[src/rtl/regfile_scoreboard.sv]
// 32-entry register file with a per-register pending-write scoreboard.
// Decode reads bypassed operands and gets a stall while any source or a saturated destination is still pending.
module regfile_scoreboard #(
    parameter int DATA_W   = 32,
    parameter int ADDR_W   = 5,
    parameter int NREG     = 32,
    parameter int MAX_PEND = 3
) (
    input  logic              clk,
    input  logic              rst_n,
    input  logic [ADDR_W-1:0] rs_addr,
    input  logic [ADDR_W-1:0] rt_addr,
    input  logic              use_rs,
    input  logic              use_rt,
    output logic [DATA_W-1:0] rs_data,
    output logic [DATA_W-1:0] rt_data,
    input  logic              issue_valid,
    input  logic              issue_wr,
    input  logic [ADDR_W-1:0] issue_dst,
    output logic              stall,
    input  logic              wb_en,
    input  logic [ADDR_W-1:0] wb_addr,
    input  logic [DATA_W-1:0] wb_data,
    output logic              err
);

    localparam int CNT_W = $clog2(MAX_PEND + 1);
    localparam logic [CNT_W-1:0] CNT_MAX = CNT_W'(MAX_PEND);
    localparam logic [CNT_W-1:0] CNT_ONE = CNT_W'(1);

    logic [DATA_W-1:0] regs    [NREG];
    logic [CNT_W-1:0]  cnt     [NREG];
    logic [CNT_W-1:0]  cnt_nxt [NREG];
    logic              err_nxt;

    logic rs_wb_hit, rt_wb_hit, dst_wb_hit;
    logic rs_busy, rt_busy, dst_full;
    logic accept_wr;

    assign rs_wb_hit  = wb_en && (wb_addr == rs_addr);
    assign rt_wb_hit  = wb_en && (wb_addr == rt_addr);
    assign dst_wb_hit = wb_en && (wb_addr == issue_dst);

    // Write-through bypass; register 0 always reads as zero.
    always_comb begin
        rs_data = regs[rs_addr];
        if (rs_addr == '0)
            rs_data = '0;
        else if (rs_wb_hit)
            rs_data = wb_data;

        rt_data = regs[rt_addr];
        if (rt_addr == '0)
            rt_data = '0;
        else if (rt_wb_hit)
            rt_data = wb_data;
    end

    // A source whose last pending write retires this cycle is served by the bypass.
    assign rs_busy  = (cnt[rs_addr] != '0) && !((cnt[rs_addr] == CNT_ONE) && rs_wb_hit);
    assign rt_busy  = (cnt[rt_addr] != '0) && !((cnt[rt_addr] == CNT_ONE) && rt_wb_hit);
    assign dst_full = issue_wr && (issue_dst != '0) && (cnt[issue_dst] == CNT_MAX) && !dst_wb_hit;

    assign stall     = issue_valid && ((use_rs && rs_busy) || (use_rt && rt_busy) || dst_full);
    assign accept_wr = issue_valid && !stall && issue_wr && (issue_dst != '0);

    always_comb begin
        for (int i = 0; i < NREG; i++) begin
            cnt_nxt[i] = cnt[i];
            if (i != 0) begin
                // Simultaneous reserve and retire leaves the count unchanged; retire clamps at zero.
                case ({accept_wr && (issue_dst == ADDR_W'(i)),
                       wb_en && (wb_addr == ADDR_W'(i)) && (cnt[i] != '0)})
                    2'b10:   cnt_nxt[i] = cnt[i] + CNT_ONE;
                    2'b01:   cnt_nxt[i] = cnt[i] - CNT_ONE;
                    default: cnt_nxt[i] = cnt[i];
                endcase
            end
        end
    end

    assign err_nxt = err || (wb_en && (wb_addr != '0) && (cnt[wb_addr] == '0));

    always_ff @(posedge clk or negedge rst_n) begin
        if (!rst_n) begin
            for (int i = 0; i < NREG; i++) begin
                regs[i] <= '0;
                cnt[i]  <= '0;
            end
            err <= 1'b0;
        end else begin
            if (wb_en && (wb_addr != '0))
                regs[wb_addr] <= wb_data;
            for (int i = 0; i < NREG; i++)
                cnt[i] <= cnt_nxt[i];
            err <= err_nxt;
        end
    end

endmodule
[config.mk]
export PLATFORM = sky130hd
export DESIGN_NAME = regfile_scoreboard
export DESIGN_NICKNAME = d
export VERILOG_FILES = /design/src/rtl/regfile_scoreboard.sv
export SDC_FILE = /design/constraint.sdc
export NUM_CORES = 2
export LEC_CHECK = 0
export BUFFER_PORTS_ARGS = -buffer_cell sky130_fd_sc_hd__buf_4
export CORE_MARGIN = 2
export CORE_UTILIZATION = 40
export CTS_BUF_LIST = sky130_fd_sc_hd__clkbuf_8
export DETAILED_ROUTE_END_ITERATION = 7
export GPL_ROUTABILITY_DRIVEN = 1
export PLACE_DENSITY = 0.65
export RECOVER_POWER = 25
export SYNTH_ARGS = -nofsm -noshare
export SYNTH_HDL_FRONTEND = slang
export SYNTH_SLANG_ARGS = --single-unit
export TNS_END_PERCENT = 1
[constraint.sdc]
create_clock -name clk -period 2.8 [get_ports clk]
set_input_delay 0.28 -clock clk [delete_from_list [all_inputs] [get_ports clk]]
set_output_delay 0.28 -clock clk [all_outputs]
set_load 0.03 [all_outputs]
==> impl_metrics.tcl <==
set metrics [dict create \
    outcome "finished, violations left" \
    violations "capacitance limit, slew limit, setup timing" \
    ios 125 \
    start_util_pct 40.2 \
    final-hold-violation-count 0 \
    r2r_slack_ns -0.37 \
    synth.top_cell.area_share_pct 45.3 \
    synth_mux_area_share_pct 45.2 \
    place_inst 5972 \
    slew_headroom_pct -5.01 \
    htree_levels 4 \
    holdPathStages 7 \
    clock.fmax_ghz 0.286 \
    syn_inst 3889 \
    yosys-top-cells-area "dfrtp_1 45%, mux4_2 25%, mux2_2 19%" \
    worstMarginPinSlew_ns 1.58 \
    grtUsageTotal_pct 24.5 \
    grt_pass1_wl_um 275000 \
    vias_per_cell 6.07 \
    rows 142 \
    drtPass1Iterations 5 \
    crit_end "stall" \
    start_kind "flip-flop" \
    finClkSkew_ns 0.0213 \
    synthFlopType "dfrtp_1" \
    wl_per_cell_um 29.3 \
    ys_ff_latch 1087 \
    crit_type "reg2out" \
    clk_pin_slew_ns 0.06 \
    cts.path.max_buffers 3 \
    rr_endpoint "cnt[25]" \
    worstSetupStartpoint "cnt[9]" \
    nFillCells 12783 \
    slew_violations 61 \
    drcViolationCount 0 \
    min_path_type "in2reg" \
    dieArea_um2 153000 \
    synth_edf_count 0 \
    synth_top_family_by_area "multiplexers" \
    final_core_util_pct 47.6 \
    grt_pass1_vias 39888 \
    insertion_delay_ns 0.94 \
    ant_nets 0 \
    rr_startpoint "cnt[31]" \
    area.growth.synth_to_final_pct 18.5 \
    drt_wl_total_um 186000 \
    p_leak_nw 30.6 \
    timing.final.crit_share_pct 125 \
    overflow 0 \
    cts_inserted_buffers 187 \
    peakVddDrop_uv 469 \
    synth.most_common_cell "dfrtp_1" \
    wl_met1_um 73800 \
    multi_input_area_um2 31900 \
    grt_max_degree 93 \
    synthXorXnorAreaFrac_pct 1.58 \
    root_buffer "clkbuf_8" \
    gp_congestion 0.941 \
    die_w_um 391 \
    p_per_area_nw_per_um2 689 \
    wl_met2_um 92600 \
    synth.avg_cell_area_um2 15.4 \
    cp.arrival_ns 3.21 \
    first_iter_violations 3698 \
    setup_tns_ns -31.56 \
    yosys.area_share.simple_pct 2.53 \
    whs_ns 0.110 \
    seq_area_um2 27200 \
    synth_largest_area_cell "dfrtp_1" \
    fin_crit_ns 3.49 \
    end_kind "output port" \
    ys_top_cells_by_count "1087 x dfrtp_1, 998 x mux2_2, 669 x mux4_2" \
    synth_nets 3979 \
    routed.top_layer "met5" \
    hpwlAfterDp_um 113000 \
    wl_met3_um 12200 \
    synthDistinctLibCells 56 \
    cts_tree "yes" \
    antenna_found_initial 6 \
    nets 4276 \
    rsz0062_at_grt "yes" \
    setup_viol 124 \
    yosysSeqAreaShare_pct 45.3 \
    async_reset_ff_share_pct 100 \
    io_buffers 124 \
    post_synth_fa_ha_maj_area_fraction_pct 0.646 \
    drv_cap 1 \
    yosys_warnings 0 \
    required_ns 2.52 \
    dp_slack_ns -0.382 \
    min-delay-start "issue_valid" \
    synth-compound-area-share_pct 1.62 \
    core_area_um2 149000 \
    critPathMaxFanout 3 \
    final_cells 6351 \
    vias 38580 \
    finalWorstSetupSlack_ns -0.691 \
    die_h_um 391 \
    final_layout_size_suffix_gt1_share_pct 59.6 \
    cts_sinks 1087 \
    r2r_cells 11 \
    syn_area_um2 60000 \
]
## metrics by stage
stage	cell area, um2	power [mW]
final	71100	49.0
after detailed placement	66300	33.7
after global routing	71100	51.2
after CTS	71000	49.1
after floorplan	60000	29.3
after global placement	66300	33.3
## state kept, by name, indices dropped and copies added (netlist names)
| register | cells |
|---|---|
| err | 1 |
| regs | 1024 |
| cnt | 62 |
## critical path, cell delays in order, from the launching register on
cell and delay [ns]:
dfrtp_1 0.41, buf_6 0.11, mux2i_1 0.05, mux4_2 0.47
nand2_2 0.11, a211oi_2 0.05, or4_4 0.51, o311a_4 0.15
buf_12 0.13, a21boi_4 0.13, buf_6 0.15
## worst min path at each step
stage	endpoint	slack, ns
3_3_place_gp	regs[578]	0.38
5_1_grt	cnt[38]	0.11
2_1_floorplan	cnt[0]	-0.02
3_5_place_dp	regs[1007]	0.38
4_1_cts	cnt[8]	0.02
6_report	cnt[34]	0.11
## power breakdown
| part | total (mW) | switching [mW] | internal, mW |
|---|---|---|---|
| sequential | 21.1 | 2.29 | 18.8 |
| clock | 15.0 | 6.96 | 8.02 |
| combinational | 12.9 | 5.22 | 7.70 |
| total | 49.0 | 14.5 | 34.5 |
## kinds of logic after synthesis
logic type / Yosys count
adder cells (fa/ha/maj): 31
multiplexers: 1750
flip-flops: 1087
XOR/XNOR: 108
AO/OA/AOI/OAI: 134
AND/OR/NAND/NOR: 331
buffers and inverters: 448
## metal layers
layer	GRT usage [%]	vias up
met5	0	-
met4	9.22	4
met3	4.56	401
met2	40.8	1506
met1	31.9	20971
li1	-	15698
## repair_timing
action | in CTS | in global routing
hold buffers | 36 | 0
endpoints found under the setup margin | 127 | 127
gates resized for setup | 87 | 48
buffers inserted | 2 | 3
pin swaps | 59 | 18
hold endpoints to repair | 1846 | 0
## cell usage in the layout, fill, tap and decap left out, drive strengths merged, types with 4 or more instances in the layout
cell         instances
mux2i               83
ha                  31
nand2b               9
nor2b                7
nand4               14
o22ai                4
mux2               998
dfrtp             1087
diode                4
a21oi               13
dlygate4sd3         35
nor2               169
clkbuf             260
mux4               669
a221oi               4
clkinv              23
or4                  4
a211oi              75
inv                 72
o21ai                8
xnor2               65
nand2               36
xor2                43
nand3               26
nor3                37
o21a                 7
or2                  4
and3b                8
buf                493
nor4                 5
bufinv               4
## layout make-up
cell class / count / area share [%]
well taps: 2016 / 3.55
clock buffers: 238 / 4.61
repair buffers: 550 / 7.89
diodes: 4 / 0.0141
flip-flops and latches: 1087 / 38.2
multi-input cells: 2354 / 44.8
clock inverters: 96 / 0.859
inverters: 6 / 0.0387
Note: power is estimated with default switching activity, not from simulation.
